File: src/rtl/fetch_unit.sv
`default_nettype none
// ============================================================================
//  Module   : fetch_unit
//  Brief    : Instruction-byte fetch engine with reset-vector load, small
//             in-order byte FIFO and redirect squash.
//  Revision : 1.0  initial release
// ============================================================================
module fetch_unit #(
    parameter int          FIFO_DEPTH   = 4,
    parameter logic [15:0] RESET_VECTOR = 16'hFFFC
) (
    input  logic        clk,
    input  logic        rst,
    output logic [15:0] addr_i,
    input  logic [7:0]  din_i,
    output logic [7:0]  instr,
    output logic [15:0] instr_pc,
    output logic        instr_valid,
    input  logic        instr_ready,
    input  logic        redirect,
    input  logic [15:0] redirect_pc
);

    localparam int c_ptr_w = $clog2(FIFO_DEPTH);
    localparam int c_occ_w = c_ptr_w + 2;

    typedef enum logic [1:0] {
        VEC_LO = 2'd0,
        VEC_HI = 2'd1,
        LOAD   = 2'd2,
        RUN    = 2'd3
    } state_t;

    state_t               state_q, state_d;
    logic [15:0]          pc_q, pc_d;
    logic                 inflight_q, inflight_d;
    logic [15:0]          tag_q, tag_d;
    logic [c_ptr_w-1:0]   rd_ptr_q, rd_ptr_d;
    logic [c_ptr_w-1:0]   wr_ptr_q, wr_ptr_d;
    logic [c_ptr_w:0]     count_q, count_d;
    logic [7:0]           data_q [FIFO_DEPTH];
    logic [7:0]           data_d [FIFO_DEPTH];
    logic [15:0]          epc_q  [FIFO_DEPTH];
    logic [15:0]          epc_d  [FIFO_DEPTH];

    logic                 w_run;
    logic                 w_redir;
    logic                 w_push;
    logic                 w_pop;
    logic                 w_issue;
    logic [c_occ_w-1:0]   w_occ;

    always_comb begin
        state_d    = state_q;
        pc_d       = pc_q;
        inflight_d = 1'b0;
        tag_d      = tag_q;
        rd_ptr_d   = rd_ptr_q;
        wr_ptr_d   = wr_ptr_q;
        count_d    = count_q;
        data_d     = data_q;
        epc_d      = epc_q;
        addr_i     = RESET_VECTOR;

        w_run       = (state_q == RUN);
        w_redir     = w_run & redirect;
        instr       = data_q[rd_ptr_q];
        instr_pc    = epc_q[rd_ptr_q];
        instr_valid = (count_q != '0) & ~w_redir;
        w_pop       = instr_valid & instr_ready;
        w_push      = inflight_q & ~w_redir;
        // Occupancy after this cycle's pop, counting the byte still on its way back
        w_occ       = c_occ_w'(count_q) - c_occ_w'(w_pop) + c_occ_w'(inflight_q);
        w_issue     = w_run & ~w_redir & (w_occ < c_occ_w'(FIFO_DEPTH));

        case (state_q)
            VEC_LO: begin
                addr_i  = RESET_VECTOR;
                state_d = VEC_HI;
            end
            VEC_HI: begin
                addr_i  = RESET_VECTOR + 16'd1;
                pc_d    = {pc_q[15:8], din_i};
                state_d = LOAD;
            end
            LOAD: begin
                addr_i  = pc_q;
                pc_d    = {din_i, pc_q[7:0]};
                state_d = RUN;
            end
            default: begin
                addr_i  = pc_q;
            end
        endcase

        if (w_issue) begin
            pc_d       = pc_q + 16'd1;
            inflight_d = 1'b1;
            tag_d      = pc_q;
        end

        if (w_redir) begin
            // Dropping inflight_d and clearing the FIFO squashes every stale byte
            pc_d     = redirect_pc;
            rd_ptr_d = '0;
            wr_ptr_d = '0;
            count_d  = '0;
        end else begin
            if (w_push) begin
                data_d[wr_ptr_q] = din_i;
                epc_d[wr_ptr_q]  = tag_q;
                wr_ptr_d         = wr_ptr_q + 1'b1;
            end
            if (w_pop) begin
                rd_ptr_d = rd_ptr_q + 1'b1;
            end
            count_d = count_q + (c_ptr_w+1)'(w_push) - (c_ptr_w+1)'(w_pop);
        end
    end

    always_ff @(posedge clk) begin
        if (rst) begin
            state_q    <= VEC_LO;
            pc_q       <= '0;
            inflight_q <= 1'b0;
            tag_q      <= '0;
            rd_ptr_q   <= '0;
            wr_ptr_q   <= '0;
            count_q    <= '0;
            data_q     <= '{default: '0};
            epc_q      <= '{default: '0};
        end else begin
            state_q    <= state_d;
            pc_q       <= pc_d;
            inflight_q <= inflight_d;
            tag_q      <= tag_d;
            rd_ptr_q   <= rd_ptr_d;
            wr_ptr_q   <= wr_ptr_d;
            count_q    <= count_d;
            data_q     <= data_d;
            epc_q      <= epc_d;
        end
    end

endmodule
`default_nettype wire

File: config.mk
export PLATFORM = sky130hd
export DESIGN_NAME = fetch_unit
export DESIGN_NICKNAME = d
export VERILOG_FILES = /design/src/rtl/fetch_unit.sv
export SDC_FILE = /design/constraint.sdc
export NUM_CORES = 1
export LEC_CHECK = 0
export CORE_ASPECT_RATIO = 0.5
export CORE_UTILIZATION = 50
export CTS_CLUSTER_DIAMETER = 60
export DETAILED_ROUTE_END_ITERATION = 8
export GPL_TIMING_DRIVEN = 0
export PLACE_DENSITY = 0.75
export SLEW_MARGIN = 20
export SYNTH_ARGS = -nofsm -noshare
export SYNTH_HDL_FRONTEND = slang
export SYNTH_SLANG_ARGS = --single-unit
File: constraint.sdc
create_clock -name clk -period 7 [get_ports clk]
set_clock_uncertainty 0.2 [all_clocks]
set_input_delay 0.7 -clock clk [delete_from_list [all_inputs] [get_ports clk]]
set_output_delay 0.7 -clock clk [all_outputs]
set_load 0.03 [all_outputs]
==> summary.md <==
| Metric | Value |
|---|---|
| Worst hold slack | 0.2519 ns |
| Maxcap violations | 0 |
| Cell Pwr Density | 311.0 nW/um^2 |
| Worst Reg2Reg Path Length in Cells | 15 |
| Top cell type's share of synthesized area | 42.36% |
| Commonest non-fill, non-tap cell in the layout | nand2_1 |
| Netlist cell types | 56 |
| IO Count | 69 |
| Setup TNS | 0 ns |
| Post-synthesis mux area share | 8.768% |
| Post-cts hold buffer count | 0 |
| WL/cell | 18.78 um |
| Total CTS buffers | 17 |
| Synthesis-stage register bit count | 138 |
| Register area | 2763 um^2 |
| Synth Area in XOR/XNOR | 2.015% |
| Final routed DRC violation total | 0 |
| Final Max Tran Viols | 0 |
| Logic pwr share | 26.9% |
| EDFF count, synth | 0 |
| Largest net degree at the start of global routing | 17 |
| Synth warn | 0 |
| Internal Power | 0.001670 W |
| Crit path max fanout | 10 |
| Synth area leader | dfxtp_1 |
| Status | completed |
| Vias in the first global route | 5,790 |
| Sequential element share of the synthesized area | 42.36% |
| Post-Layout Cell Count | 1,053 |
| DRT Wirelength | 19,780 um |
| Initial Utilization | 51.35% |
| Clock power frac | 37.6% |
| Hold Crit Depth | 2 |
| Clock latency on the worst-skew pair | 0.42 ns |
| Slew HR | 45.86% |
| End of the worst hold path | epc_q[48] |
| Die height | 82.76 um |
| Slew @ Worst Pin | 0.8121 ns |
| CP endpoint kind | register |
| Worst EP arrival | 4.99 ns |
| Maximum ir drop on the vdd rail | 0.0001819 V |
| # clock sinks | 138 |
| Largest family of logic cells by synthesized area | simple AND/OR/NAND/NOR gates |
| Port Buf Inserts | 67 |
| Detailed Place HPWL | 13,600 um |
| Syn Inst Count | 784 |
| Chip width | 163.5 um |
| H-tree lvl count | 4 |
| Startpoint types | register |
| Post-Syn Nets | 828 |
| N_diodes | 0 |
| Remaining antenna violation count | 0 |
| Root Buffer | clkbuf_16 |
| CP Launch Point | state_q[0] |
| RePlAce Congestion | 0.9322 |
| RR Endpoint | pc_q[8] |
| FP Rows | 29 |
| Worst endpoint required time | 7.15 ns |
| Post-synthesis adder-cell area fraction | 3.185% |
| Initial antenna violation count | 0 |
| Via-to-Cell Ratio | 5.865 |
| TritonRoute pass-1 iters | 6 |
| GRT Util Overall | 30.27% |
| Compound-Gate Fraction of Synth Area | 16.94% |
| Inst Count DP | 1,021 |
| Most frequent cells in the layout | nand2_1 (237), dfxtp_1 (138), a21oi_1 (124), clkdlybuf4s50_1 (67), clkbuf_1 (53) |
| Final net count | 914 |
| Max Buffers Root-to-Sink | 2 |
| Hold Crit Class | reg2reg |
| Sw frac | 33.00% |
| Syn Area/Cell | 8.318 um^2 |
| Ys flop type | dfxtp_1 |
| Area grow syn2layout | 22.91% |
| Post-synth ARST share | 0% |
| Fmax | 0.2069 GHz |
| FF-to-FF Start | state_q[0] |
| Reg-to-reg setup timing slack | 2.17 ns |
| P_leak | 2.660 nW |
| Min-delay src | epc_q[48] |
| Mapped Area | 6521 um^2 |
| Clk slew on worst S/H paths | 0.06 ns |
| First-pass GRT wire length | 30,570 um |
| RSZ-0062 raised after global routing | false |
| Crit path kind | reg2reg |
| Min cycle time layout | 4.834 ns |
| Simple-gate share of the synthesized area | 22.03% |
| Power Total | 0.002493 W |
| Tcrit/Tclk final | 69.05% |
| Final Hold Fails | 0 |
| DRT iter0 DRCs | 741 |
| Multi-input gate area | 3452 um^2 |
| # setup viols final | 0 |
| Post-cts gate resize count | 0 |
| CORE AREA | 12,700 um^2 |
| CTS tree | done |
| Grt ovf | 0 |
| Fill count | 1,095 |
| Switching power | 0.0008226 W |
| Sequential power share | 35.5% |
| Share of layout cells above drive strength 1 | 8.494% |
| Die area | 13,530 um^2 |
| Post CTS Setup Buffer Count | 0 |
| Vias | 6,176 |
| Top cells by area, synth | dfxtp_1 (42%), nand2_1 (14%), a21oi_1 (9.5%) |
==> critical path, cell delays in order (launching register included) <==
cell and delay, ns:
dfxtp_1 0.36, ha_1 0.26, clkbuf_1 0.25, nand2_1 0.29
clkbuf_1 0.47, o311a_1 0.39, ha_1 0.20, inv_1 0.04
ha_1 0.25, and3b_1 0.17, buf_2 0.16, o211a_1 0.32
nor2_1 0.47, clkbuf_1 0.49, o211ai_1 0.26, a21oi_1 0.18
==> layout make-up <==
class                   instances  share of cell area, %
repair buffers                 67                  8.367
flip-flops and latches        138                  34.47
inverters                      18                 0.8430
plain buffers                  58                  2.982
multi-input cells             570                  43.07
clock buffers                  20                  5.573
clock inverters                12                  2.045
well taps                     170                  2.654
==> metal layers <==
metal  share of wire (%)  global-route usage (%)  routed length (um)  up-vias
li1                    -                       -                   -     2899
met1                  44                   41.39                8642     2924
met2                  45                   47.63                8831      321
met3                  10                   7.293                2055       32
met4                 1.2                   9.259                 247        0
met5                   0                       0                   0        -
==> power by group through the flow <==
stage	sequential (W)	combinational [W]	clock, W
after floorplan	0.000878	0.000459	0
after detailed placement	0.000898	0.000661	0
after CTS	0.000881	0.000668	0.000937
after global placement	0.000897	0.000654	0
after global routing	0.000890	0.000718	0.000974
final	0.000885	0.000671	0.000936
==> through the flow <==
step / utilization [%] / cell area [um^2] / worst slack, ns
2_1_floorplan: - / 6521 / 3.152
3_3_place_gp: 58.31 / 7405 / 1.990
3_5_place_dp: 58.31 / 7405 / 1.955
4_1_cts: 63.11 / 8015 / 2.334
5_1_grt: 63.11 / 8015 / 1.981
6_report: 63.11 / 8015 / 2.166
==> synthesized netlist by cell type (2+ instances only) <==
master	count
a221oi_1	2
a22oi_1	2
dfxtp_1	138
o21ai_0	14
a21oi_1	124
a31oi_1	10
and2_1	2
nor3_1	7
a221oi_2	2
a41o_1	2
buf_6	2
nor4_1	4
nand2_1	237
xnor2_1	9
ha_1	15
o31ai_1	3
nor2_1	21
nand4_1	5
a211oi_1	5
o21ai_2	2
inv_1	18
clkbuf_1	51
or3_1	15
nor3b_1	4
nand3_1	14
mux2i_1	2
mux4_2	24
and3_1	7
o2111ai_1	2
a31oi_4	2
a211o_1	2
xor2_1	6
a32o_1	2
buf_2	5
or4_1	3
==> worst max path at each step <==
stage                     endpoint  slack, ns
after floorplan           pc_q[13]       3.15
after global placement     pc_q[8]       1.99
after detailed placement   pc_q[8]       1.95
after CTS                  pc_q[8]       2.33
after global routing       pc_q[8]       1.98
final                      pc_q[8]       2.17
==> state kept, by name (all words and copies together), names as in the netlist <==
register,count
rd_ptr_q,2
inflight_q,1
tag_q,16
state_q,2
count_q,3
pc_q,16
wr_ptr_q,2
epc_q,64
data_q,32
==> logic make-up after synthesis <==
family                     count (synthesis)
muxes                                     27
DFF                                      138
xor gates and xnor gates                  15
adders and majority gates                 16
and+or+nand+nor                          329
AOI/OAI and AO/OA                        183
buffers and inverters                     76
No activity file was read; power rests on OpenSTA's default activity.
